===== src/rtl/sdram_request_arbiter_pkg.sv =====
// Shared encodings for the SDRAM request arbiter: controller opcodes,
// arbiter FSM states and the word-address field layout.
package sdram_arb_pkg;

  typedef enum logic [1:0] {
    OP_READ    = 2'b00,
    OP_WRITE   = 2'b01,
    OP_REFRESH = 2'b10
  } cmd_op_e;

  typedef enum logic [1:0] {
    S_IDLE  = 2'b00,
    S_ISSUE = 2'b01,
    S_WAIT  = 2'b10
  } arb_state_e;

  // Word address layout: bank[23:22], row[21:9], col[8:0]
  localparam int BANK_MSB = 23;
  localparam int BANK_LSB = 22;
  localparam int ROW_MSB  = 21;
  localparam int ROW_LSB  = 9;
  localparam int COL_MSB  = 8;
  localparam int COL_LSB  = 0;

endpackage


===== src/rtl/sdram_request_arbiter_if.sv =====
// Client request/response and controller command bundle. The arbiter sits
// on the slave modport; the clients/controller side uses master.
interface sdram_request_arbiter_if #(
  parameter int NUM_PORTS = 3,
  parameter int ADDR_W    = 24,
  parameter int DATA_W    = 16
);
  logic [NUM_PORTS-1:0]        req_valid;
  logic [NUM_PORTS-1:0]        req_ready;
  logic [NUM_PORTS-1:0]        req_we;
  logic [NUM_PORTS*ADDR_W-1:0] req_addr;
  logic [NUM_PORTS*DATA_W-1:0] req_wdata;
  logic [NUM_PORTS-1:0]        rsp_valid;
  logic [DATA_W-1:0]           rsp_rdata;
  logic                        ctrl_ready;
  logic                        cmd_valid;
  logic                        cmd_ready;
  logic [1:0]                  cmd_op;
  logic [ADDR_W-1:0]           cmd_addr;
  logic [DATA_W-1:0]           cmd_wdata;
  logic                        ctrl_done;
  logic [DATA_W-1:0]           ctrl_rdata;

  modport slave (
    input  req_valid, req_we, req_addr, req_wdata,
    input  ctrl_ready, cmd_ready, ctrl_done, ctrl_rdata,
    output req_ready, rsp_valid, rsp_rdata,
    output cmd_valid, cmd_op, cmd_addr, cmd_wdata
  );

  modport master (
    output req_valid, req_we, req_addr, req_wdata,
    output ctrl_ready, cmd_ready, ctrl_done, ctrl_rdata,
    input  req_ready, rsp_valid, rsp_rdata,
    input  cmd_valid, cmd_op, cmd_addr, cmd_wdata
  );
endinterface


===== src/rtl/sdram_request_arbiter_refresh_timer.sv =====
// Refresh schedule: interval counter producing a tick, plus a saturating
// refresh-debt counter with a sticky overflow flag.
module sdram_refresh_timer #(
  parameter int REFRESH_INTERVAL = 1250,
  parameter int URGENT_DEBT      = 4,
  parameter int MAX_DEBT         = 8,
  parameter int DEBT_W           = $clog2(MAX_DEBT + 1)
) (
  input  logic              clk,
  input  logic              rst_n,
  input  logic              ctrl_ready_i,
  input  logic              refresh_done_i,
  output logic [DEBT_W-1:0] debt_o,
  output logic              urgent_o,
  output logic              overflow_o
);
  localparam int CNT_W = $clog2(REFRESH_INTERVAL);

  logic [CNT_W-1:0]  cnt_q, cnt_d;
  logic [DEBT_W-1:0] debt_q, debt_d;
  logic              ovf_q, ovf_d;
  logic              tick;

  assign tick = ctrl_ready_i && (cnt_q == CNT_W'(REFRESH_INTERVAL - 1));

  // Interval counter: frozen at 0 until the controller is initialised
  always_comb begin
    cnt_d = cnt_q + 1'b1;
    if (!ctrl_ready_i || tick) cnt_d = '0;
  end

  // Debt: +1 per tick (saturating), -1 per finished refresh; both cancel
  always_comb begin
    debt_d = debt_q;
    ovf_d  = ovf_q | (tick && (debt_q == DEBT_W'(MAX_DEBT)));
    if (tick && !refresh_done_i) begin
      if (debt_q != DEBT_W'(MAX_DEBT)) debt_d = debt_q + 1'b1;
    end else if (refresh_done_i && !tick) begin
      if (debt_q != '0) debt_d = debt_q - 1'b1;
    end
  end

  // State registers
  always_ff @(posedge clk or negedge rst_n) begin
    if (!rst_n) begin
      cnt_q  <= '0;
      debt_q <= '0;
      ovf_q  <= 1'b0;
    end else begin
      cnt_q  <= cnt_d;
      debt_q <= debt_d;
      ovf_q  <= ovf_d;
    end
  end

  assign debt_o     = debt_q;
  assign urgent_o   = (debt_q >= DEBT_W'(URGENT_DEBT));
  assign overflow_o = ovf_q;

endmodule


===== src/rtl/sdram_request_arbiter.sv =====
// Round-robin arbiter sharing one SDRAM command controller among
// NUM_PORTS clients, interleaving auto-refresh from the refresh debt.
// One transaction outstanding at a time.
module sdram_request_arbiter
  import sdram_arb_pkg::*;
#(
  parameter int NUM_PORTS        = 3,
  parameter int ADDR_W           = 24,
  parameter int DATA_W           = 16,
  parameter int REFRESH_INTERVAL = 1250,
  parameter int URGENT_DEBT      = 4,
  parameter int MAX_DEBT         = 8
) (
  input  logic                   clk,
  input  logic                   rst_n,
  sdram_request_arbiter_if.slave bus,
  output logic                   refresh_overflow
);
  localparam int PW     = (NUM_PORTS > 1) ? $clog2(NUM_PORTS) : 1;
  localparam int DEBT_W = $clog2(MAX_DEBT + 1);

  arb_state_e            state_q, state_d;
  cmd_op_e               op_q, op_d;
  logic [PW-1:0]         rr_ptr_q, rr_d;
  logic [PW-1:0]         gnt_q, gnt_d;
  logic [ADDR_W-1:0]     addr_q, addr_d;
  logic [DATA_W-1:0]     wdata_q, wdata_d;
  logic [NUM_PORTS-1:0]  rsp_valid_q, rsp_valid_d;
  logic [DATA_W-1:0]     rsp_rdata_q, rsp_rdata_d;
  logic [NUM_PORTS-1:0]  req_ready_c;
  logic                  refresh_done;
  logic [DEBT_W-1:0]     debt;
  logic                  urgent;
  logic                  found;
  logic [PW-1:0]         pick;
  int unsigned           idx;

  sdram_refresh_timer #(
    .REFRESH_INTERVAL (REFRESH_INTERVAL),
    .URGENT_DEBT      (URGENT_DEBT),
    .MAX_DEBT         (MAX_DEBT),
    .DEBT_W           (DEBT_W)
  ) u_rt (
    .clk            (clk),
    .rst_n          (rst_n),
    .ctrl_ready_i   (bus.ctrl_ready),
    .refresh_done_i (refresh_done),
    .debt_o         (debt),
    .urgent_o       (urgent),
    .overflow_o     (refresh_overflow)
  );

  // Round-robin search: first valid port at or after rr_ptr, wrapping
  always_comb begin
    found = 1'b0;
    pick  = '0;
    idx   = 0;
    for (int i = 0; i < NUM_PORTS; i++) begin
      idx = int'(rr_ptr_q) + i;
      if (idx >= NUM_PORTS) idx = idx - NUM_PORTS;
      if (!found && bus.req_valid[idx]) begin
        found = 1'b1;
        pick  = PW'(idx);
      end
    end
  end

  // FSM next state, latched command and per-cycle strobes
  always_comb begin
    state_d      = state_q;
    op_d         = op_q;
    rr_d         = rr_ptr_q;
    gnt_d        = gnt_q;
    addr_d       = addr_q;
    wdata_d      = wdata_q;
    rsp_valid_d  = '0;
    rsp_rdata_d  = '0;
    req_ready_c  = '0;
    refresh_done = 1'b0;
    case (state_q)
      S_IDLE: begin
        if (bus.ctrl_ready) begin
          if (urgent) begin
            op_d    = OP_REFRESH;
            addr_d  = '0;
            wdata_d = '0;
            state_d = S_ISSUE;
          end else if (found) begin
            gnt_d   = pick;
            op_d    = bus.req_we[pick] ? OP_WRITE : OP_READ;
            addr_d  = bus.req_addr[int'(pick)*ADDR_W +: ADDR_W];
            wdata_d = bus.req_wdata[int'(pick)*DATA_W +: DATA_W];
            state_d = S_ISSUE;
          end else if (debt != '0) begin
            // Bus is idle: pay refresh debt opportunistically
            op_d    = OP_REFRESH;
            addr_d  = '0;
            wdata_d = '0;
            state_d = S_ISSUE;
          end
        end
      end
      S_ISSUE: begin
        if (bus.cmd_ready) begin
          state_d = S_WAIT;
          if (op_q != OP_REFRESH) begin
            req_ready_c[gnt_q] = 1'b1;
            rr_d = (int'(gnt_q) == NUM_PORTS - 1) ? '0 : gnt_q + 1'b1;
          end
        end
      end
      S_WAIT: begin
        if (bus.ctrl_done) begin
          state_d = S_IDLE;
          if (op_q == OP_REFRESH) begin
            refresh_done = 1'b1;
          end else begin
            rsp_valid_d[gnt_q] = 1'b1;
            if (op_q == OP_READ) rsp_rdata_d = bus.ctrl_rdata;
          end
        end
      end
      default: state_d = S_IDLE;
    endcase
  end

  // State and latched-command registers
  always_ff @(posedge clk or negedge rst_n) begin
    if (!rst_n) begin
      state_q     <= S_IDLE;
      op_q        <= OP_READ;
      rr_ptr_q    <= '0;
      gnt_q       <= '0;
      addr_q      <= '0;
      wdata_q     <= '0;
      rsp_valid_q <= '0;
      rsp_rdata_q <= '0;
    end else begin
      state_q     <= state_d;
      op_q        <= op_d;
      rr_ptr_q    <= rr_d;
      gnt_q       <= gnt_d;
      addr_q      <= addr_d;
      wdata_q     <= wdata_d;
      rsp_valid_q <= rsp_valid_d;
      rsp_rdata_q <= rsp_rdata_d;
    end
  end

  assign bus.cmd_valid = (state_q == S_ISSUE);
  assign bus.cmd_op    = bus.cmd_valid ? op_q : 2'b00;
  assign bus.cmd_addr  = bus.cmd_valid ? addr_q : '0;
  assign bus.cmd_wdata = bus.cmd_valid ? wdata_q : '0;
  assign bus.req_ready = req_ready_c;
  assign bus.rsp_valid = rsp_valid_q;
  assign bus.rsp_rdata = rsp_rdata_q;

endmodule


===== src/flat_wrapper.sv =====
// flat-port wrapper written by rule: the top's interface ports become plain ports
module sdram_request_arbiter_flat import sdram_arb_pkg::*;
#(
  parameter int NUM_PORTS        = 3,
  parameter int ADDR_W           = 24,
  parameter int DATA_W           = 16,
  parameter int REFRESH_INTERVAL = 1250,
  parameter int URGENT_DEBT      = 4,
  parameter int MAX_DEBT         = 8
)
  (clk, rst_n, refresh_overflow, bus_req_valid, bus_req_we, bus_req_addr, bus_req_wdata, bus_ctrl_ready, bus_cmd_ready, bus_ctrl_done, bus_ctrl_rdata, bus_req_ready, bus_rsp_valid, bus_rsp_rdata, bus_cmd_valid, bus_cmd_op, bus_cmd_addr, bus_cmd_wdata);
  sdram_request_arbiter_if #(.NUM_PORTS(NUM_PORTS), .ADDR_W(ADDR_W), .DATA_W(DATA_W)) bus_i ();
  input  logic clk;
  input  logic rst_n;
  output logic refresh_overflow;
  input wire logic [$bits(bus_i.req_valid)-1:0] bus_req_valid;
  input wire logic [$bits(bus_i.req_we)-1:0] bus_req_we;
  input wire logic [$bits(bus_i.req_addr)-1:0] bus_req_addr;
  input wire logic [$bits(bus_i.req_wdata)-1:0] bus_req_wdata;
  input wire logic [$bits(bus_i.ctrl_ready)-1:0] bus_ctrl_ready;
  input wire logic [$bits(bus_i.cmd_ready)-1:0] bus_cmd_ready;
  input wire logic [$bits(bus_i.ctrl_done)-1:0] bus_ctrl_done;
  input wire logic [$bits(bus_i.ctrl_rdata)-1:0] bus_ctrl_rdata;
  output wire logic [$bits(bus_i.req_ready)-1:0] bus_req_ready;
  output wire logic [$bits(bus_i.rsp_valid)-1:0] bus_rsp_valid;
  output wire logic [$bits(bus_i.rsp_rdata)-1:0] bus_rsp_rdata;
  output wire logic [$bits(bus_i.cmd_valid)-1:0] bus_cmd_valid;
  output wire logic [$bits(bus_i.cmd_op)-1:0] bus_cmd_op;
  output wire logic [$bits(bus_i.cmd_addr)-1:0] bus_cmd_addr;
  output wire logic [$bits(bus_i.cmd_wdata)-1:0] bus_cmd_wdata;
  assign bus_i.req_valid = bus_req_valid;
  assign bus_i.req_we = bus_req_we;
  assign bus_i.req_addr = bus_req_addr;
  assign bus_i.req_wdata = bus_req_wdata;
  assign bus_i.ctrl_ready = bus_ctrl_ready;
  assign bus_i.cmd_ready = bus_cmd_ready;
  assign bus_i.ctrl_done = bus_ctrl_done;
  assign bus_i.ctrl_rdata = bus_ctrl_rdata;
  assign bus_req_ready = bus_i.req_ready;
  assign bus_rsp_valid = bus_i.rsp_valid;
  assign bus_rsp_rdata = bus_i.rsp_rdata;
  assign bus_cmd_valid = bus_i.cmd_valid;
  assign bus_cmd_op = bus_i.cmd_op;
  assign bus_cmd_addr = bus_i.cmd_addr;
  assign bus_cmd_wdata = bus_i.cmd_wdata;
  sdram_request_arbiter #(.NUM_PORTS(NUM_PORTS), .ADDR_W(ADDR_W), .DATA_W(DATA_W), .REFRESH_INTERVAL(REFRESH_INTERVAL), .URGENT_DEBT(URGENT_DEBT), .MAX_DEBT(MAX_DEBT)) u_core (.clk(clk), .rst_n(rst_n), .bus(bus_i), .refresh_overflow(refresh_overflow));
endmodule

===== config.mk =====
export PLATFORM = sky130hd
export DESIGN_NAME = sdram_request_arbiter_flat
export DESIGN_NICKNAME = d
export VERILOG_FILES = /design/src/rtl/sdram_request_arbiter_pkg.sv /design/src/rtl/sdram_request_arbiter_if.sv /design/src/rtl/sdram_request_arbiter_refresh_timer.sv /design/src/rtl/sdram_request_arbiter.sv /design/src/flat_wrapper.sv
export SDC_FILE = /design/constraint.sdc
export NUM_CORES = 1
export LEC_CHECK = 0
export CELL_PAD_IN_SITES_DETAIL_PLACEMENT = 1
export CELL_PAD_IN_SITES_GLOBAL_PLACEMENT = 2
export CORE_ASPECT_RATIO = 0.75
export CORE_MARGIN = 2
export CORE_UTILIZATION = 22
export CTS_CLUSTER_SIZE = 8
export DETAILED_ROUTE_END_ITERATION = 7
export PLACE_DENSITY_LB_ADDON = 0.05
export SKIP_CTS_REPAIR_TIMING = 1
export SLEW_MARGIN = 20
export SYNTH_ARGS = -nofsm -noshare
export SYNTH_HDL_FRONTEND = slang
export SYNTH_SLANG_ARGS = --single-unit
export TNS_END_PERCENT = 5

===== constraint.sdc =====
create_clock -name clk -period 2.4 [get_ports clk]
set_input_delay 0.24 -clock clk [delete_from_list [all_inputs] [get_ports clk]]
set_output_delay 0.24 -clock clk [all_outputs]
set_load 0.02 [all_outputs]

Word level (Yosys, flattened, before mapping):

Index checks and enable logic that the tools add are counted.

* logic and storage cells: 130
* input bits: 147
* output and inout bits: 66
* register bits after elaboration: 83

* bitwise gates (word level): 2
* magnitude comparators: 10
* mux-type cells: 58
* shift-type cells: 2
* eq/ne operators: 13
* $add $sub $neg: 9
* multipliers: 1
* reductions and logical operators: 24

Operators with widths (count)
* two-way mux 16 bit: 8
* < comparator 32 x 3 -> 1 bit, second input constant: 3
* two-way mux 24 bit: 4
* two-way mux 32 bit: 3
* variable part select 72 x 32 -> 24 bit: 1
* >= comparator 32 x 2 -> 1 bit, second input constant: 2
* subtractor 32 x 2 -> 32 bit, second input constant: 2
* variable part select 48 x 7 -> 16 bit: 1
* two-way mux 2 bit: 14
* two-way mux 3 bit: 6
* two-way mux 4 bit: 4
* two-way mux 1 bit: 12
* adder 11 x 1 -> 11 bit, second input constant: 1
* equality test 11 bit, second input constant: 1
* two-way mux 11 bit: 1
* AND reduction 3 bit: 3
* binary-select mux 1 bit (select 2 bit): 4
* inequality test 2 bit, second input constant: 4
* AND reduction 4 bit: 2
* logical AND 1 bit: 7
* equality test 2 bit, second input constant: 3
* < comparator 2 x 3 -> 1 bit, second input constant: 2
* one-hot mux 2 bit (3 select lines): 1
* logical NOT 1 bit: 5
* other kinds (23): 25

Depth between registers and ports, before layout:

Gate-level depths: netlist of run 1.

* depth in word-level cells: 16
* depth in mapped cells: 13
* gate-level depth less buffers: 13

Hierarchy:

A second synthesis of run 1 with hierarchy kept.

* cell total of the unflattened synthesis: 433
* area total of the unflattened synthesis: 4494.3 um^2

Modules (own cells, without submodules)
* sdram_request_arbiter: seq. area each 1676.6 um^2, cells each 348, instances 1, area an instance 3653.5 um^2
* sdram_refresh_timer: seq. area each 400.4 um^2, cells each 85, instances 1, area an instance 840.8 um^2

Worst setup path before layout of run 1:

Ideal clock, no wire load.

* kind: flip-flop to flip-flop
* start: reg u_core.u_rt.cnt_q[1]
* end: reg u_core.u_rt.debt_q[3] (netlist: u_core.u_rt.debt_o[3])
* data arrival time: 2.140 ns
* path buffers: 0
* setup time: 0.125 ns
* clock period less this slack: 2.265 ns
* slack: 0.135 ns
* data required time: 2.275 ns
* stages on the path, launching flop included: 14
* cell sequence: dfrtp_1 -> inv_1 -> ha_1 -> nand4_1 -> nor3_1 -> and2_1 -> ha_1 -> inv_1 -> ha_1 -> a21o_1 -> a21oi_1 -> xnor2_1 -> nand2_1 -> xnor2_1

* word-level cells in the longest chain between the ends: 6
* elaborated cells between the ends (all ways): 10
* classes of those cells: 2 x eq/ne; 1 x mux; 7 x reduce/logical

Ends and longest elaborated chain
* from (decl): RTL line sdram_request_arbiter_refresh_timer.sv:19 `logic [CNT_W-1:0] cnt_q, cnt_d;`
* from (signal assigned): RTL line sdram_request_arbiter_refresh_timer.sv:50 `cnt_q <= cnt_d;`
* equality test 11 bit (*): RTL line sdram_request_arbiter_refresh_timer.sv:24 `assign tick = ctrl_ready_i && (cnt_q == CNT_W'(REFRESH_INTERVAL - 1));`
* logical AND 1 bit (*): RTL line sdram_request_arbiter_refresh_timer.sv:24
* logical NOT 1 bit: RTL line sdram_request_arbiter_refresh_timer.sv:38 `end else if (refresh_done_i && !tick) begin`
* logical AND 1 bit: RTL line sdram_request_arbiter_refresh_timer.sv:38
* nonzero test 2 bit (no line)
* AND reduction 3 bit (no line)
* to (signal assigned): RTL line sdram_request_arbiter_refresh_timer.sv:51 `debt_q <= debt_d;`
* to (decl): RTL line sdram_request_arbiter_refresh_timer.sv:20 `logic [DEBT_W-1:0] debt_q, debt_d;`

Mark *: on every way between the ends. The rest lies on a longest branch, timed or not.
A chain may end at the register's enable or synchronous reset.

Worst setup path in the final report of run 1:

* start: reg u_core.rr_ptr_q[0]
* end: reg u_core.wdata_q[10]

* word-level cells in the longest chain between the ends: 14
* elaborated cells between the ends (all ways): 32
* classes of those cells: 5 x add/sub; 3 x order compare; 1 x shift; 17 x mux; 6 x reduce/logical

Ends and longest elaborated chain
* from (decl): RTL line sdram_request_arbiter.sv:24 `logic [PW-1:0] rr_ptr_q, rr_d;`
* from (signal assigned): RTL line sdram_request_arbiter.sv:141 `rr_ptr_q <= rr_d;`
* branches (longest 14 deep; another with subtractor 32 x 2 -> 32 bit)
* to (signal assigned): RTL line sdram_request_arbiter.sv:144 `wdata_q <= wdata_d;`
* to (decl): RTL line sdram_request_arbiter.sv:27 `logic [DATA_W-1:0] wdata_q, wdata_d;`

Parallel ways; which one is timed is not known. The select of a mux whose other input is x is not followed.

==> run summary, run 1 <==
At the end of the flow, the number of nets in the layout was roughly 980. The total inserted antenna cells is 0. TritonCTS built the clock tree.

Summed over all instances, the cell type with the most area after synthesis is sky130_fd_sc_hd__dfrtp_1. The share of the cycle needed by the critical path after routing is 100%. For the pin with the worst max-slew slack, the measured transition is just under 0.6 ns. The hold violation count in the final report is 0. The synthesis-to-layout area growth is 69.5%. The origin of the critical flop-to-flop path is u_core.rr_ptr_q[0]. The quantity of I/O buffers inserted on ports is 212. In the synthesized netlist the async set-or-reset flop fraction comes to 100%. The tool flagged a number of max-cap violations equal to 0. The number of antenna violations at the first check in global routing is 1. In this run, synthesis inferred 0 flip-flops with an integrated enable.

The maximum number of pins on one net before global-route repair came out at 40. For this design the ratio of total power to cell area is about 1200 mW/mm2. The H-tree was split into 3 levels.

Routability-driven placement finished with a final weighted congestion of 0.785. Based on the critical path, the design can be clocked at up to between 0.4 and 0.5 GHz. The signal arrival time at the worst endpoint is roughly 2.7 ns. The most common library cell in the layout ignoring fill and taps is sky130_fd_sc_hd__clkdlybuf4s50_1. Summing the sequential cell areas from Yosys gives about two fifths of the chip area. The number of global-route vias before repair is between 5k and 6k. The tightest slew margin relative to the limit came out at just over 60%. The static leakage came out at 3.90 nW. The DRC violations left came out at 0. The total number of vias came out at 5067. In this run the remaining antenna-violating nets after routing total 0. Setup slack on the critical path of the routed design comes to -0.00727 ns. Across the VDD grid, the largest voltage drop is 0.354 mV.

The flow ran to the end, but the final reports show violations. In this run the count of I/O pins placed on the die edge is approximately 210. The setup-violating endpoint count in the final report came out at 2.

The net count of the mapped netlist is 738. The initial standard-cell utilization of the core came out at between 20% and 30%. The number of search-and-repair iterations in the first detailed-routing pass is 4. Tracing the worst setup path back leads to its startpoint at u_core.rr_ptr_q[0]. The cell row count came out at 48. The layout cell share with drive strength beyond 1 is between 10% and 20%. Adding up every negative setup slack in the final design gives -0.00944 ns. The total area of sequential cells is 0.00208 mm2. The global router's overall resource usage is roughly 17%. Global routing finished with a remaining overflow of 0.

Clock-pin slew was measured on the worst setup and hold paths at ~0.08 ns. The mean number of vias per cell is 4.48. During synthesis, Yosys emitted a total of 0 warnings.

The first global-routing pass estimated between 30000 and 40000 um of wire. The number of buffers inserted during clock tree synthesis is 9. The number of fill cells in the layout came out at approximately 2.6k. The worst slack on hold paths came out at about 0.37 ns.

The area enclosed by the die boundary came out at ~0.024 mm2. The clock period minus worst slack came out at 2.41 ns. The die span in y came out at between 100 and 150 um. The checks that failed: negative setup slack. The final max-slew violation count is 0. Synthesis inferred just over 80 register bits. The critical path data required time came out at 2.66 ns. In the layout the commonest cells are sky130_fd_sc_hd__clkdlybuf4s50_1, sky130_fd_sc_hd__dfrtp_1, sky130_fd_sc_hd__nor2_1.

The post-synthesis cell count is roughly 580. The core region area is about 0.023 mm2. The maximum buffer depth of the clock tree is 2. The top cell type by area accounts for around two fifths of the synthesized area. The HPWL reported at the end of detailed placement came out at between 15000 and 20000 um. The area of the mapped netlist is slightly above 0.005 mm2. The multi-input combinational cell area came out at around 0.0027 mm2.

The worst setup skew after layout came out at 0.0117 ns. Setup repair after global routing could not meet its margin everywhere. The tree is rooted in a sky130_fd_sc_hd__clkbuf_16. For this run, the leading register cell type out of synthesis is sky130_fd_sc_hd__dfrtp_1. The critical path start-end classification is flop to flop. Dividing the detail-routed wire length by the instance count gives between 15 and 20 um.

The total detailed-routing wirelength is between 20000 and 25000 um. The sort of element at the end of the critical path is a flop. The number of DRC markers in iteration 0 is around 180.

The clock latency of the later-clocked register in the worst-skew pair came out at roughly 0.35 ns. The number of sinks driven by the clock tree is slightly above 80. Cells fill a little under two fifths of the core in the end. The category of the worst setup path launch point is a flop. The per-instance average area after synthesis came out at 8.71 um2. The maximum fanout along the worst path is 15. The path category of the worst min-delay check is input pin to asynchronous set/reset pin. The die is about 180 um wide. After synthesis, the cell types taking the most area are sky130_fd_sc_hd__dfrtp_1, sky130_fd_sc_hd__o32ai_2, sky130_fd_sc_hd__and2_1, sky130_fd_sc_hd__nor2_1, sky130_fd_sc_hd__a21oi_1.

The distinct cell type count after synthesis came out at 45.
==> per-layer routing <==
metal | up-vias | track usage (%) | wire [um]
met2 | 150 | 26.5 | 9280
met1 | 2471 | 23.4 | 10200
met5 | - | 0 | 13
met3 | 8 | 6.57 | 1680
li1 | 2436 | - | -
met4 | 2 | 2.64 | 121
==> registers in the layout, summed over array words and instances, names as in the netlist <==
| register | flops |
|---|---|
| u_core.wdata_q | 16 |
| u_core.u_rt.cnt_q | 11 |
| u_core.op_q | 2 |
| u_core.gnt_q | 2 |
| u_core.rr_ptr_q | 2 |
| u_core.u_rt.overflow_o | 1 |
| u_core.addr_q | 24 |
| u_core.bus.rsp_rdata | 16 |
| u_core.bus.rsp_valid | 3 |
| u_core.state_q | 2 |
| u_core.u_rt.debt_o | 4 |
==> power breakdown <==
part | leakage [nW] | switching, W | internal [W]
Sequential | 1.08 | 0.000252 | 0.00184
Combinational | 2.68 | 0.00346 | 0.00300
Clock | 0.141 | 0.000664 | 0.000823
==> kinds of logic after synthesis <==
family	after synthesis	synth area share [%]
buffers and inverters	95	7.99
AOI/OAI and AO/OA	159	25.5
and+or+nand+nor	222	20.8
xor gates and xnor gates	14	2.42
DFF	83	41.0
adders and majority gates	9	2.37
==> per-stage QoR <==
stage	worst slack, ns	cells	power, W	area, um2
2_1_floorplan	0.135	582	0.00548	5070
3_3_place_gp	-0.0361	1108	0.00798	8010
3_5_place_dp	-0.135	1108	0.00810	8010
4_1_cts	-0.144	1124	0.00965	8320
5_1_grt	-0.119	1131	0.0108	8600
6_report	-0.00727	1131	0.0100	8600
==> critical path, stage by stage, from the launching register on <==
cell,delay (ns)
sky130_fd_sc_hd__dfrtp_1,0.41
sky130_fd_sc_hd__buf_4,0.15
sky130_fd_sc_hd__ha_4,0.18
sky130_fd_sc_hd__buf_4,0.14
sky130_fd_sc_hd__nor3_2,0.19
sky130_fd_sc_hd__a21oi_2,0.07
sky130_fd_sc_hd__a211oi_4,0.30
sky130_fd_sc_hd__nand2b_4,0.29
sky130_fd_sc_hd__clkbuf_16,0.22
sky130_fd_sc_hd__a21oi_1,0.11
sky130_fd_sc_hd__o32ai_2,0.24
==> path summary, 6_finish.rpt <==
kind	to	slack (ns)	cells past startpoint
worst max-delay path	u_core.wdata_q[10]	-0.007	10
max in group asynchronous	u_core.rr_ptr_q[1]	1.40	3
worst min-delay path	u_core.bus.rsp_rdata[12]	0.37	2
min in group clk	u_core.bus.rsp_rdata[11]	0.43	2
worst max register to register	u_core.wdata_q[10]	-0.007	10
worst min register to register	u_core.u_rt.overflow_o	0.51	1
==> final cells by class <==
| cell class | count | area share (%) |
|---|---|---|
| sequential | 83 | 24.2 |
| clock buffer | 9 | 2.62 |
| tap | 300 | 4.37 |
| clock inverter | 7 | 0.946 |
| timing repair buffer | 276 | 33.7 |
| multi-input combinational | 404 | 32.0 |
| inverter | 52 | 2.27 |
==> cell usage after synthesis (all sizes together) (2+ instances only) <==
library cell / n
a211oi: 3
a21oi: 46
nand4: 2
clkbuf: 21
o31ai: 2
ha: 8
inv: 52
nor2: 67
dfrtp: 83
a21o: 5
nor2b: 5
nor3: 7
and2: 60
nand2b: 9
nand3: 7
buf: 22
o21ai: 47
a31oi: 3
xnor2: 7
xor2: 7
nand2: 61
o21bai: 2
o32ai: 41
Note: power is estimated with default switching activity, not from simulation.
==> run 2, diff against run 1 <==
CORE_ASPECT_RATIO = 0.7   (was 0.75)
HOLD_SLACK_MARGIN = 0.12   (was default)
==> run 2 against run 1 <==
The flow still finishes with violations (negative setup slack). Sequential power barely moved. Register-to-register slack barely moved. Flip-flop and latch count unchanged. Global-route usage increased by 0.17 points. Count of clock-buffer cells in the layout increased by 1. Design area rose by 2.6%. Hold slack got worse by 0.061 ns. Critical path type unchanged. Critical endpoint is now u_core.addr_q[21]. Largest power group unchanged. Highest routed layer unchanged.
==> run summary, run 2 (synthesis results as in run 1) <==
Result of the run: complete, but fails checks (unchanged). Failing checks: negative setup slack (unchanged). The path category of the worst min-delay check is input pin to asynchronous set/reset pin (unchanged). The fraction of power spent switching nets is 43.1% (was 43.6%).

The number of cells on the critical path came to 10 (unchanged). The TritonCTS clock tree is built (unchanged). The proportion of power drawn by combinational gates came out at 65.5% (was 64.4%). The critical path start-end classification was flop to flop (unchanged). The cell type group with the largest total delay on the critical path is compound AO/OA/AOI/OAI gates (unchanged). The layout cell share with drive strength beyond 1 is 19.0% (was 17.8%).

The most common library cell in the layout ignoring fill and taps is sky130_fd_sc_hd__clkdlybuf4s50_1 (unchanged). The static leakage came out at 4.24 nW (was 3.90 nW). The core occupancy in the finished layout came to 39.0% (was 37.7%).

The number of DRC markers in iteration 0 came out at 171 (was 175). The worst setup slack for register-to-register paths came to -0.02 ns (was -0.007 ns). The wire length per cell came out at 19.4 um (was 18.8 um). The maximum buffer depth of the clock tree came out at 2 (unchanged). The global-route congestion overflow total came out at 0 (unchanged). The areal power density over the cells is 1180 mW/mm2 (was 1170 mW/mm2). The buffer type at the clock tree root is sky130_fd_sc_hd__clkbuf_16 (unchanged). The cell row count is 46 (was 48). The register with the highest flop count is u_core.addr_q (unchanged).

The number of flip-flops in the largest register came out at 24 (unchanged). The placement-stage worst setup slack was -0.164 ns (was -0.135 ns). The HPWL reported at the end of detailed placement came out at 15200 um (was 15400 um).

The number of antenna violations at the first check in global routing is 1 (unchanged). The synthesis-to-layout area growth came to 74.0% (was 69.5%). The clock-pin slew of the registers on the worst-case setup and hold paths is 0.07 ns (was 0.08 ns).

CP cell instances: buf_6, ha_4, buf_6, a21bo_2, a221oi_2, a41o_4, clkbuf_16, buf_6, nor2_1, o32ai_2 (was buf_4, ha_4, buf_4, nor3_2, a21oi_2, a211oi_4, nand2b_4, clkbuf_16, a21oi_1, o32ai_2). The number of search-and-repair iterations in the first detailed-routing pass was 4 (unchanged). The tightest slew margin relative to the limit is 57.4% (was 61.0%). The global router's overall resource usage is 17.4% (was 17.2%). The final net count came out at 987 (was 982). The die extent in x is 185 um (was 179 um). The area enclosed by the die boundary came out at 0.0243 mm2 (about the same). The sort of element at the end of the critical path was a flop (unchanged).

The maximum fanout along the worst path is 13 (was 15). The slowest cell on the critical path is sky130_fd_sc_hd__dfrtp_1 (unchanged). The total detailed-routing wirelength came out at 22300 um (was 21300 um). The initial standard-cell utilization of the core is 22.4% (was 22.2%). The number of buffer and inverter stages on the critical path is 4 (was 3). The portion of total power attributed to sequential cells came out at 20.1% (was 20.8%). The total inserted antenna cells came out at 0 (unchanged). The power spent charging and discharging nets is 0.00448 W (was 0.00438 W). The transition time at the pin with the least slew margin is 0.633 ns (was 0.580 ns).

The number of sinks driven by the clock tree was 83 (unchanged). The maximum frequency from static timing analysis is 0.413 GHz (was 0.415 GHz). The final estimated routing congestion in global placement came out at 0.768 (was 0.785). The final max-slew violation count came out at 0 (unchanged). The total number of vias came out at 5131 (was 5067). The worst-case reg-to-reg path depth was 10 (unchanged).

The maximum number of pins on one net before global-route repair is 48 (was 40). The final non-filler cell area is 0.00882 mm2 (was 0.00860 mm2). The most frequent cell on the critical path was sky130_fd_sc_hd__buf_6 (was sky130_fd_sc_hd__buf_4).

The quantity of I/O buffers inserted on ports came out at 212 (unchanged). The worst-case setup margin in the final layout came to -0.0201 ns (was -0.00727 ns). Unrepaired setup endpoints after global routing: yes (unchanged). The number of global-route vias before repair is 5525 (was 5548).

The placed instance area came to 0.00792 mm2 (was 0.00801 mm2). The I/O pin total was 213 (unchanged). The category of the worst setup path launch point is a flop (unchanged). The critical path data required time came out at 2.66 ns (about the same). The share of the cycle needed by the critical path after routing is 101% (was 100%). The wire length of the first global-routing pass is 31800 um (about the same). The clock period minus worst slack is 2.42 ns (was 2.41 ns). The worst vdd rail ir drop is 0.463 mV (was 0.354 mV). The H-tree depth came out at 3 (unchanged).

The mean number of vias per cell came out at 4.47 (was 4.48). The number of buffers inserted during clock tree synthesis is 9 (unchanged). The peak per-stage delay on the critical path came out at 0.41 ns (about the same). The number of nets with antenna violations after detailed routing came to 0 (unchanged). The clock network power share is 14.4% (was 14.8%). The die span in y came out at 131 um (was 135 um). The reported max-cap violation count is 0 (unchanged). The DRC violations left is 0 (unchanged). The internal power contribution came out at 0.00591 W (was 0.00565 W).

The worst setup skew after layout came to 0.00587 ns (was 0.0117 ns). The setup-violating endpoint count in the final report came out at 11 (was 2). The hold violation count in the final report is 0 (unchanged). Most used cells in the layout excluding fill and tap cells: sky130_fd_sc_hd__clkdlybuf4s50_1, sky130_fd_sc_hd__dfrtp_1, sky130_fd_sc_hd__nor2_1 (unchanged). The core region area came out at 0.0226 mm2 (was 0.0228 mm2).

The signal arrival time at the worst endpoint is 2.68 ns (was 2.67 ns). The clock latency of the later-clocked register in the worst-skew pair was 0.36 ns (was 0.35 ns).
## run 2: cell count changes in the layout (fill, tap and decap cells not counted), sizes merged
| cell | before | now |
|---|---|---|
| clkinvlp | 3 | 0 |
| clkdlybuf4s50 | 198 | 182 |
| clkinv | 0 | 4 |
| clkbuf | 12 | 18 |
| inv | 55 | 53 |
| dlymetal6s2s | 13 | 29 |
## run 2: path summary, 6_finish.rpt
kind	startpoint	endpoint
max reg2reg	u_core.rr_ptr_q[1]	u_core.addr_q[21]
max in group asynchronous	rst_n	u_core.rr_ptr_q[0]
min reg2reg	u_core.u_rt.overflow_o	u_core.u_rt.overflow_o
max	u_core.rr_ptr_q[1]	u_core.addr_q[21]
min	rst_n	u_core.bus.rsp_rdata[10]
min in group clk	bus_ctrl_rdata[3]	u_core.bus.rsp_rdata[3]
## run 2: layout make-up
type | instances | area [um2]
clock inverters | 6 | 73.8
repair buffers | 281 | 3050
clock buffers | 10 | 239
inverters | 52 | 195
flip-flops and latches | 83 | 2080
multi-input cells | 404 | 2800
fillers | 2575 | 13800
well taps | 312 | 390
## run 2: stage by stage
step           setup TNS (ns)  hold WS (ns)  instances  total power, W
2_1_floorplan               0       -0.0556        582         0.00548
3_3_place_gp           -0.736         0.130       1114         0.00778
3_5_place_dp            -1.96         0.130       1114         0.00793
4_1_cts                 -2.92        -0.265       1130         0.00950
5_1_grt                 -3.60         0.343       1148          0.0112
6_report               -0.113         0.312       1148          0.0104
## run 2: layer usage
metal | track usage (%) | wire length (um) | part of all wire, % | vias up
met1 | 23.1 | 10500 | 47 | 2506
li1 | - | - | - | 2458
met2 | 27.3 | 9890 | 44 | 148
met3 | 6.07 | 1690 | 7.6 | 17
met5 | 0 | 9 | 0.040 | -
met4 | 3.78 | 203 | 0.91 | 2
## run 2: power groups by stage
stage | Clock [W] | Combinational (W) | Sequential (W)
floorplan | 0 | 0.00344 | 0.00204
global placement | 0 | 0.00570 | 0.00208
detailed placement | 0 | 0.00583 | 0.00210
CTS | 0.00156 | 0.00586 | 0.00208
global route | 0.00162 | 0.00740 | 0.00215
finish | 0.00150 | 0.00680 | 0.00209
==> run 3, diff against run 2 <==
ABC_AREA = 1   (was default)
TNS_END_PERCENT = 100   (was 5)
clock period = 2.6 ns   (was 2.4 ns; I/O delays follow)
==> run 3 against run 2 <==
The run now ends clean. Critical path type is now flop to primary output. Core utilization shrank 3.9 points. Sequential power down 19%. Largest power group unchanged. Flip-flop and latch count unchanged. Sequential share of layout area rose by 2.3 points. Setup slack gained 0.15 ns. Routed wire length decreased by 12%. Die area increased by 1.9%. Area after synthesis is 1.9% higher. Total power decreased by 23%. Non-clock buffer count down 49. Largest cell class is now multi-input gates. Highest routed layer unchanged.
==> run summary, run 3 <==
The wire length of the first global-routing pass is 32300 um (was 31800 um). The core region area was 0.0228 mm2 (was 0.0226 mm2). The clock latency of the later-clocked register in the worst-skew pair came out at 0.36 ns (about the same). The reported max-cap violation count came out at 0 (unchanged). The setup-violating endpoint count in the final report came out at 0 (was 11).

The per-instance average area after synthesis is 6.56 um2 (was 8.71 um2). The tightest slew margin relative to the limit is 59.5% (was 57.4%). The flip-flop and latch count after synthesis came out at 83 (unchanged). The clock-pin slew of the registers on the worst-case setup and hold paths is 0.07 ns (about the same). The worst-case reg-to-reg path depth came out at 14 (was 10).

The final non-filler cell area is 0.00802 mm2 (was 0.00882 mm2). The number of nets with antenna violations after detailed routing came to 0 (unchanged). The portion of synthesized cell area occupied by the leading cell type is 40.2% (was 41.0%). The quantity of I/O buffers inserted on ports is 212 (unchanged). The hold violation count in the final report is 0 (unchanged). The register with the highest flop count is u_core.addr_q (unchanged). The worst setup slack for register-to-register paths came out at 0.28 ns (was -0.02 ns). The number of flip-flops in the largest register was 24 (unchanged).

The final setup TNS came out at 0 ns (was -0.113 ns). The distinct cell type count after synthesis is 32 (was 45). The maximum frequency from static timing analysis came out at 0.405 GHz. The static leakage is 3.99 nW (was 4.24 nW). The startpoint of the worst setup timing path is u_core.state_q[1] (was u_core.rr_ptr_q[1]). Result of the run: completed (was complete, but fails checks). The prevailing post-synth register cell was sky130_fd_sc_hd__dfrtp_1 (unchanged). The post-synthesis cell count was 788 (was 582). The power spent charging and discharging nets was 0.00402 W (was 0.00448 W). The core occupancy in the finished layout came out at 35.1% (was 39.0%).

The areal power density over the cells came out at 997 mW/mm2 (was 1180 mW/mm2). The TritonCTS clock tree is built (unchanged). The number of search-and-repair iterations in the first detailed-routing pass came out at 4 (unchanged). The worst setup skew after layout came out at 0.0114 ns (was 0.00587 ns). The share of the yosys chip area belonging to registers came out at 40.2% (was 41.0%). Most numerous cell types in the synthesized netlist: sky130_fd_sc_hd__nand2_1, sky130_fd_sc_hd__inv_1, sky130_fd_sc_hd__nand3_1 (was sky130_fd_sc_hd__dfrtp_1, sky130_fd_sc_hd__nor2_1, sky130_fd_sc_hd__nand2_1). The total detailed-routing wirelength was 19500 um (was 22300 um). The number of global-route vias before repair was 5856 (was 5525). The HPWL reported at the end of detailed placement came out at 14100 um (was 15200 um). The critical path start-end classification was flop to primary output (was flop to flop). Unrepaired setup endpoints after global routing: no (was yes).

The fraction of synthesis flops using an asynchronous set or reset pin came out at 100% (unchanged). The DRC violations left is 0 (unchanged). The capture point of the critical path was bus_cmd_addr[9] (was u_core.addr_q[21]). The origin of the critical flop-to-flop path is u_core.rr_ptr_q[0] (was u_core.rr_ptr_q[1]). The mean number of vias per cell came out at 4.13 (was 4.47). The fraction of power spent switching nets is 50.3% (was 43.1%). The placement-stage worst setup slack is 0.275 ns (was -0.164 ns). The worst vdd rail ir drop is 0.803 mV (was 0.463 mV). The number of buffers inserted during clock tree synthesis is 9 (unchanged). The number of sinks driven by the clock tree is 83 (unchanged).

The I/O pin total came to 213 (unchanged). Subtracting the final worst setup slack from the clock period gives around 2.5 ns. The most common library cell in the layout ignoring fill and taps is sky130_fd_sc_hd__nand2_1 (was sky130_fd_sc_hd__clkdlybuf4s50_1). The area enclosed by the die boundary came out at 0.0248 mm2 (was 0.0243 mm2). The number of warnings printed during yosys synthesis is 0 (unchanged). The category of the worst setup path launch point is a flop (unchanged). The leading area contributor after synthesis is sky130_fd_sc_hd__dfrtp_1 (unchanged). The transition time at the pin with the least slew margin came out at 0.606 ns (was 0.633 ns).

The signal arrival time at the worst endpoint came out at 2.21 ns (was 2.68 ns). The die span in y came to 132 um (was 131 um). The proportion of power drawn by combinational gates came out at 63.2% (was 65.5%).

The final estimated routing congestion in global placement is 0.708 (was 0.768). The maximum number of pins on one net before global-route repair was 43 (was 48). The clock network power share is 15.5% (was 14.4%).

The global router's overall resource usage came out at 16.6% (was 17.4%). The critical path data required time is 2.34 ns (was 2.66 ns). The cell with the most instances after synthesis is sky130_fd_sc_hd__nand2_1 (was sky130_fd_sc_hd__dfrtp_1).

The sort of element at the end of the critical path is a primary output (was flop). The number of enable-type register cells in the synthesized netlist is 0 (unchanged). The wire length per cell came out at 14.9 um (was 19.4 um). The final max-slew violation count came out at 0 (unchanged). The cell row count is 46 (unchanged). The maximum fanout along the worst path came out at 20 (was 13).

The final net count is 1152 (was 987). The initial standard-cell utilization of the core was 22.6% (was 22.4%). The filler-free cell count of the finished design came to 1312 (was 1148).

The share of the cycle needed by the critical path after routing came out at 94.9%. The maximum buffer depth of the clock tree came out at 2 (unchanged). The synthesis-to-layout area growth came to 55.1% (was 74.0%). The internal power contribution came out at 0.00398 W (was 0.00591 W). The layout cell share with drive strength beyond 1 is 4.90% (was 19.0%). The placed instance count came out at 1296 (was 1114). The H-tree depth came out at 3 (unchanged).

The path category of the worst min-delay check is input pin to asynchronous set/reset pin (unchanged). The number of DRC markers in iteration 0 was 183 (was 171). The buffer type at the clock tree root was sky130_fd_sc_hd__clkbuf_16 (unchanged). The net count of the mapped netlist is 944 (was 738). Most used cells in the layout excluding fill and tap cells: sky130_fd_sc_hd__nand2_1, sky130_fd_sc_hd__clkdlybuf4s50_1, sky130_fd_sc_hd__inv_1 (was sky130_fd_sc_hd__clkdlybuf4s50_1, sky130_fd_sc_hd__dfrtp_1, sky130_fd_sc_hd__nor2_1). The worst reg2reg path endpoint is u_core.wdata_q[6] (was u_core.addr_q[21]). The die extent in x came out at 187 um (was 185 um). The placed instance area came out at 0.00773 mm2 (was 0.00792 mm2). The total number of vias is 5420 (was 5131). The number of antenna violations at the first check in global routing came out at 3 (was 1). The portion of total power attributed to sequential cells is 21.3% (was 20.1%).

The global-route congestion overflow total was 0 (unchanged). Cell types occupying the most area after synthesis: sky130_fd_sc_hd__dfrtp_1, sky130_fd_sc_hd__nand2_1, sky130_fd_sc_hd__inv_1, sky130_fd_sc_hd__nand3_1, sky130_fd_sc_hd__nor2_1 (was sky130_fd_sc_hd__dfrtp_1, sky130_fd_sc_hd__o32ai_2, sky130_fd_sc_hd__and2_1, sky130_fd_sc_hd__nor2_1, sky130_fd_sc_hd__a21oi_1). The worst-case setup margin in the final layout came out at 0.134 ns (was -0.0201 ns). The total inserted antenna cells came out at 0 (unchanged). The area of the mapped netlist came to 0.00517 mm2 (was 0.00507 mm2).
run 3: changes by cell type after synthesis, moves of 7 or more:
cell,delta
sky130_fd_sc_hd__and2_1,-60
sky130_fd_sc_hd__o21ai_0,-37
sky130_fd_sc_hd__nand2_1,+211
sky130_fd_sc_hd__inv_1,+98
sky130_fd_sc_hd__o32ai_1,-7
sky130_fd_sc_hd__nor3b_1,+21
sky130_fd_sc_hd__o32ai_2,-34
sky130_fd_sc_hd__a21oi_1,-41
sky130_fd_sc_hd__nand3_1,+95
sky130_fd_sc_hd__nand2b_1,-9
run 3: layout make-up:
type	instances	area, um2
fill	2833	14800
sequential	83	2080
timing repair buffer	232	2340
inverter	155	584
multi-input combinational	515	2350
clock buffer	9	225
clock inverter	6	50.0
tap	312	390
run 3: worst max-delay path, stage by stage, from the launching register on:
cell and delay [ns]:
sky130_fd_sc_hd__dfrtp_1 0.43, sky130_fd_sc_hd__nor2_1 0.24, sky130_fd_sc_hd__inv_4 0.18, sky130_fd_sc_hd__buf_12 0.20, sky130_fd_sc_hd__nor2_1 0.15, sky130_fd_sc_hd__clkdlybuf4s50_1 0.64
run 3: power groups by stage:
stage,Combinational (W),Clock (W),Sequential (W)
3_3_place_gp,0.00515,0,0.00172
6_report,0.00505,0.00124,0.00170
2_1_floorplan,0.00333,0,0.00170
3_5_place_dp,0.00516,0,0.00172
5_1_grt,0.00581,0.00134,0.00174
4_1_cts,0.00517,0.00130,0.00170
run 3: how the worst min path moves through the flow:
stage,startpoint,to,slack (ns)
floorplan,rst_n,u_core.addr_q[0],-0.04
global placement,rst_n,u_core.u_rt.cnt_q[0],0.15
detailed placement,rst_n,u_core.u_rt.cnt_q[0],0.15
CTS,rst_n,u_core.u_rt.cnt_q[9],-0.24
global route,rst_n,u_core.u_rt.cnt_q[9],0.33
finish,rst_n,u_core.u_rt.cnt_q[9],0.31
run 3: cells by family (layout without fill, tap and decap cells):
logic type,Yosys count,in the layout,share of synthesized area [%]
and+or+nand+nor,479,479,39.7
xor gates and xnor gates,4,4,0.678
DFF,83,83,40.2
adders and majority gates,9,9,2.32
AOI/OAI and AO/OA,22,22,2.47
muxes,1,1,0.218
buffers and inverters,190,402,14.5
run 3: per-layer routing:
metal / vias up / wire (um) / global-route usage, %
met5: - / 13 / 0
met4: 2 / 139 / 3.44
met3: 13 / 1290 / 5.22
met2: 142 / 8100 / 25.1
met1: 2487 / 10000 / 23.1
li1: 2776 / - / -
run 3: through the flow:
stage,hold WS (ns),power [W]
2_1_floorplan,-0.0356,0.00503
3_3_place_gp,0.149,0.00688
6_report,0.313,0.00799
3_5_place_dp,0.153,0.00688
4_1_cts,-0.244,0.00818
5_1_grt,0.333,0.00889
==> patch 1 (config.mk and constraints of run 3) <==
`NUM_PORTS` is set to 3 in 3 places; all go to 6.
--- a/src/rtl/sdram_request_arbiter_if.sv
+++ b/src/rtl/sdram_request_arbiter_if.sv
@@ -2,5 +2,5 @@
 // on the slave modport; the clients/controller side uses master.
 interface sdram_request_arbiter_if #(
-  parameter int NUM_PORTS = 3,
+  parameter int NUM_PORTS = 6,
   parameter int ADDR_W    = 24,
   parameter int DATA_W    = 16
--- a/src/rtl/sdram_request_arbiter.sv
+++ b/src/rtl/sdram_request_arbiter.sv
@@ -5,5 +5,5 @@
   import sdram_arb_pkg::*;
 #(
-  parameter int NUM_PORTS        = 3,
+  parameter int NUM_PORTS        = 6,
   parameter int ADDR_W           = 24,
   parameter int DATA_W           = 16,
--- a/src/flat_wrapper.sv
+++ b/src/flat_wrapper.sv
@@ -2,5 +2,5 @@
 module sdram_request_arbiter_flat import sdram_arb_pkg::*;
 #(
-  parameter int NUM_PORTS        = 3,
+  parameter int NUM_PORTS        = 6,
   parameter int ADDR_W           = 24,
   parameter int DATA_W           = 16,
Ports: changed (6 resized); port bits go from 213 to 345. No check against the original RTL was run, so the function may have changed too.
==> patch 1 against run 3 <==
The run now ends with negative setup slack left. Non-clock buffer count increased by 219. Wire length grew 99%. Sequential cell count is 5 higher. Synthesized area is 47% higher. Setup slack got worse by 0.50 ns. Fmax fell by 17%. Cell area is 65% higher. Critical path type is now reg2reg. Critical endpoint is now u_core.addr_q[13]$_DFFE_PN0P_.
Power is not shown: default switching activity piles up to over one toggle a cycle in this logic, so the estimate is an artifact.
==> patch 1: results (changes against run 3) <==
{| class="wikitable"
! Metric !! Value
|-
| Initial antenna violation count || 5 (+2)
|-
| Slew headroom || 0.592 (-0.00341)
|-
| Final WL || 38800 um (+99%)
|-
| Worst Skew || 0.0148 ns (+0.00337 ns)
|-
| Maximum number of pins on one net before global-route repair || 64 (+49%)
|-
| Detailed route wirelength on metal3 || 2220 um (+71%)
|-
| Violations in the final reports || negative setup slack
|-
| Final layout net count || 1978 (+72%)
|-
| Crit path arrival time || 3.27 ns (+1.06 ns)
|-
| Compound-cell area share of the yosys netlist || 0.0323 (+0.00761)
|-
| Mean post-synth cell area || 5.89 sq um (-10%)
|-
| Post-synthesis share of cell area spent on full adders, half adders and majority gates || 0.0241 (+0.000826)
|-
| Area after DPL || 0.0122 sq mm (+58%)
|-
| Inst Count DP || 2123 (+64%)
|-
| List of most frequent post-synthesis cells || 527 x sky130_fd_sc_hd__nand2_1, 214 x sky130_fd_sc_hd__inv_1, 156 x sky130_fd_sc_hd__nand3_1
|-
| Result of the run || finished with violations
|-
| Post-layout instance count excluding filler cells || 2163 (+65%)
|-
| Most area-consuming cells after synthesis || sky130_fd_sc_hd__dfrtp_1 29%, sky130_fd_sc_hd__nand2_1 26%, sky130_fd_sc_hd__inv_1 11%
|-
| GRT met3 Usage || 0.0447 (-0.00751)
|-
| Final number of setup-violating endpoints || 46 (+46)
|-
| Slowest stage delay, CP || 0.47 ns (-0.17 ns)
|-
| Total negative setup slack || -14.36 ns (-14.36 ns)
|-
| Number of different library cells in the post-synthesis netlist || 42 (+31%)
|-
| Largest driver fanout on the critical path || 29 (+45%)
|-
| Met2 WL post-DR || 17900 um (+120%)
|-
| Synth Net Count || 1576 (+67%)
|-
| Via count of the first global-routing pass || 9691 (+65%)
|-
| GR Layer Usage met1 || 0.280 (+0.0494)
|-
| Reg-to-reg critical path startpoint || u_core.rr_ptr_q[1]$_DFFE_PN0P_
|-
| Drt via density || 4.35 (+5.3%)
|-
| Sequential cell area fraction in the yosys report || 0.290 (-0.112)
|-
| Fraction of final layout cells with drive strength greater than 1 || 0.120 (+0.0713)
|-
| Total global routing track utilization || 0.204 (+0.0386)
|-
| Pre-CTS worst setup slack || -0.643 ns (-0.919 ns)
|-
| Port buffer count || 344 (+62%)
|-
| Critical path's top delay family || simple AND/OR/NAND/NOR gates
|-
| Placer Congestion || 0.806 (+14%)
|-
| Setup ws final || -0.369 ns (-0.503 ns)
|-
| HPWL after detailed placement || 29500 um (+110%)
|}
==> patch 1: final cells by class <==
class | count | area [sq um]
fillers | 4313 | 20500
repair buffers | 451 | 4770
multi-input cells | 915 | 4530
flip-flops and latches | 88 | 2210
inverters | 226 | 856
well taps | 464 | 581
clock buffers | 10 | 229
clock inverters | 6 | 97.6
diodes | 3 | 7.51
==> patch 1: final timing paths <==
check | end | slack (ns) | depth (start not counted)
hold / removal | u_core.rr_ptr_q[0]$_DFFE_PN0P_ | 0.36 | 2
min in group clk | u_core.bus.rsp_rdata[2]$_DFF_PN0_ | 0.45 | 2
setup / recovery | u_core.addr_q[13]$_DFFE_PN0P_ | -0.37 | 18
max in group asynchronous | u_core.rr_ptr_q[2]$_DFFE_PN0P_ | 1.49 | 3
hold reg to reg | u_core.addr_q[16]$_DFFE_PN0P_ | 0.48 | 2
setup reg to reg | u_core.addr_q[13]$_DFFE_PN0P_ | -0.37 | 18
==> patch 2 (flow settings as in run 3) <==
Made on the original files. Make the reset (`rst_n`) synchronous in 2 clocked blocks.
--- a/src/rtl/sdram_request_arbiter_refresh_timer.sv
+++ b/src/rtl/sdram_request_arbiter_refresh_timer.sv
@@ -42,5 +42,5 @@
 
   // State registers
-  always_ff @(posedge clk or negedge rst_n) begin
+  always_ff @(posedge clk) begin
     if (!rst_n) begin
       cnt_q  <= '0;
--- a/src/rtl/sdram_request_arbiter.sv
+++ b/src/rtl/sdram_request_arbiter.sv
@@ -126,5 +126,5 @@
 
   // State and latched-command registers
-  always_ff @(posedge clk or negedge rst_n) begin
+  always_ff @(posedge clk) begin
     if (!rst_n) begin
       state_q     <= S_IDLE;
Check against the original RTL: differs if rst_n is asserted again (counterexample within 4 cycles, from zero or initial values and one cycle with rst_n low); with rst_n held inactive, the same outputs for 4 cycles.
==> patch 2 against run 3 <==
Setup slack better by 0.037 ns. Synthesized area is 4.8% lower. Sequential cell count unchanged. Wire length increased by 3.7%. Hold slack better by 0.11 ns. Count of clock-buffer cells in the layout up 1. Via count is 0.87% lower. Cell area shrank 4.0%. Critical path type unchanged. Largest cell class unchanged. Highest routed layer unchanged.
Power is not compared: it rests on default switching activity, and its combinational part moved more than twofold at a synthesized area within 25%.
==> patch 2: results (changes against run 3) <==
{| class="wikitable"
! Metric !! Value
|-
| Worst Skew || 0.00767 ns (-0.00376 ns)
|-
| Mux contribution to synthesized area || 0 (-0.00218)
|-
| Vias || 5373 (-0.87%)
|-
| Sequential cell area fraction in the yosys report || 0.338 (-0.0641)
|-
| Inst Count DP || 1258 (-2.9%)
|-
| Async S/R FF share, synth || 0 (-1.00)
|-
| Initial antenna violation count || 2 (-1)
|-
| Reg-to-reg critical path startpoint || u_core.u_rt.cnt_q[1]$_SDFF_PP0_
|-
| First-pass GRT wire length || 31100 um (-3.7%)
|-
| Power spent charging and discharging nets || 1.30 mW
|-
| 1st-iter DRT viols || 202 (+10%)
|-
| Via count of the first global-routing pass || 5530 (-5.6%)
|-
| Worst setup path startpoint || u_core.state_q[0]$_SDFFE_PN0P_
|-
| HPWL after detailed placement || 14400 um (+2.4%)
|-
| Number of different library cells in the post-synthesis netlist || 35 (+9.4%)
|-
| Final WL || 20300 um (+3.7%)
|-
| Fraction of final layout cells with drive strength greater than 1 || 0.0454 (-0.00364)
|-
| Total global routing track utilization || 0.173 (+0.00711)
|-
| Worst hold-check path type || in2reg
|-
| Maximum number of pins on one net before global-route repair || 43 (unchanged)
|-
| Pre-CTS worst setup slack || 0.260 ns (-0.0156 ns)
|-
| Largest driver fanout on the critical path || 24 (+20%)
|-
| List of most frequent post-synthesis cells || 166 x sky130_fd_sc_hd__inv_1, 164 x sky130_fd_sc_hd__nand2_1, 99 x sky130_fd_sc_hd__nand3_1
|-
| Fraction of synthesized cell area in xor and xnor cells || 0.00534 (-0.00144)
|-
| Drt via density || 4.21 (+2.0%)
|-
| Final layout net count || 1143 (-0.78%)
|-
| Most area-consuming cells after synthesis || sky130_fd_sc_hd__dfxtp_1 34%, sky130_fd_sc_hd__inv_1 13%, sky130_fd_sc_hd__nand2_1 13%
|-
| Result of the run || finished, final reports clean
|-
| Critical path's top delay family || buffers and inverters
|-
| Compound-cell area share of the yosys netlist || 0.0786 (+0.0539)
|-
| Crit path arrival time || 2.17 ns (-0.04 ns)
|-
| Area after DPL || 0.00740 sq mm (-4.2%)
|-
| Leakage power total || 3.33 nW
|-
| Placer Congestion || 0.735 (+3.8%)
|-
| Port buffer count || 212 (unchanged)
|}
## patch 2: cell types whose count changed after synthesis, moves of 3 or more
cell                              run 3  this run
sky130_fd_sc_hd__nand3b_1             0        38
sky130_fd_sc_hd__nand4_1              3         7
sky130_fd_sc_hd__nand2_1            272       164
sky130_fd_sc_hd__dfxtp_1              0        83
sky130_fd_sc_hd__a21oi_1              5        53
sky130_fd_sc_hd__nor3b_1             21         3
sky130_fd_sc_hd__nand3_1            102        99
sky130_fd_sc_hd__nor2_1              69        81
sky130_fd_sc_hd__nor3_1               5        10
sky130_fd_sc_hd__dfrtp_1             83         0
sky130_fd_sc_hd__inv_1              150       166
## patch 2: layout make-up
class	instances	area, sq um	area share
repair buffers	227	2330	0.303
inverters	172	646	0.0838
well taps	282	353	0.0458
clock buffers	10	239	0.0310
multi-input cells	494	2420	0.314
flip-flops and latches	83	1660	0.216
clock inverters	6	47.5	0.00617
diodes	1	2.50	0.000325
## patch 2: layer usage
metal,vias to the layer above,routed length (um),global-route usage
li1,2829,-,-
met1,2372,10600,0.248
met2,154,7990,0.251
met3,16,1510,0.0587
met4,2,193,0.0346
met5,-,16,0
## patch 2: power groups by stage
stage	sequential (mW)	clock, mW	combinational, mW
3_3_place_gp	1.45	0	1.17
2_1_floorplan	1.44	0	0.633
5_1_grt	1.43	1.39	1.29
3_5_place_dp	1.45	0	1.17
4_1_cts	1.42	1.35	1.18
6_report	1.42	1.29	1.15
## patch 2: worst paths after layout
path,end,slack [ns],cells past startpoint
hold / removal,u_core.bus.rsp_rdata[9]$_SDFF_PP0_,0.43,3
hold reg to reg,u_core.u_rt.overflow_o$_SDFF_PN0_,0.47,2
setup / recovery,bus_cmd_wdata[8],0.17,6
setup reg to reg,u_core.u_rt.debt_o[2]$_SDFFE_PN0P_,0.27,12
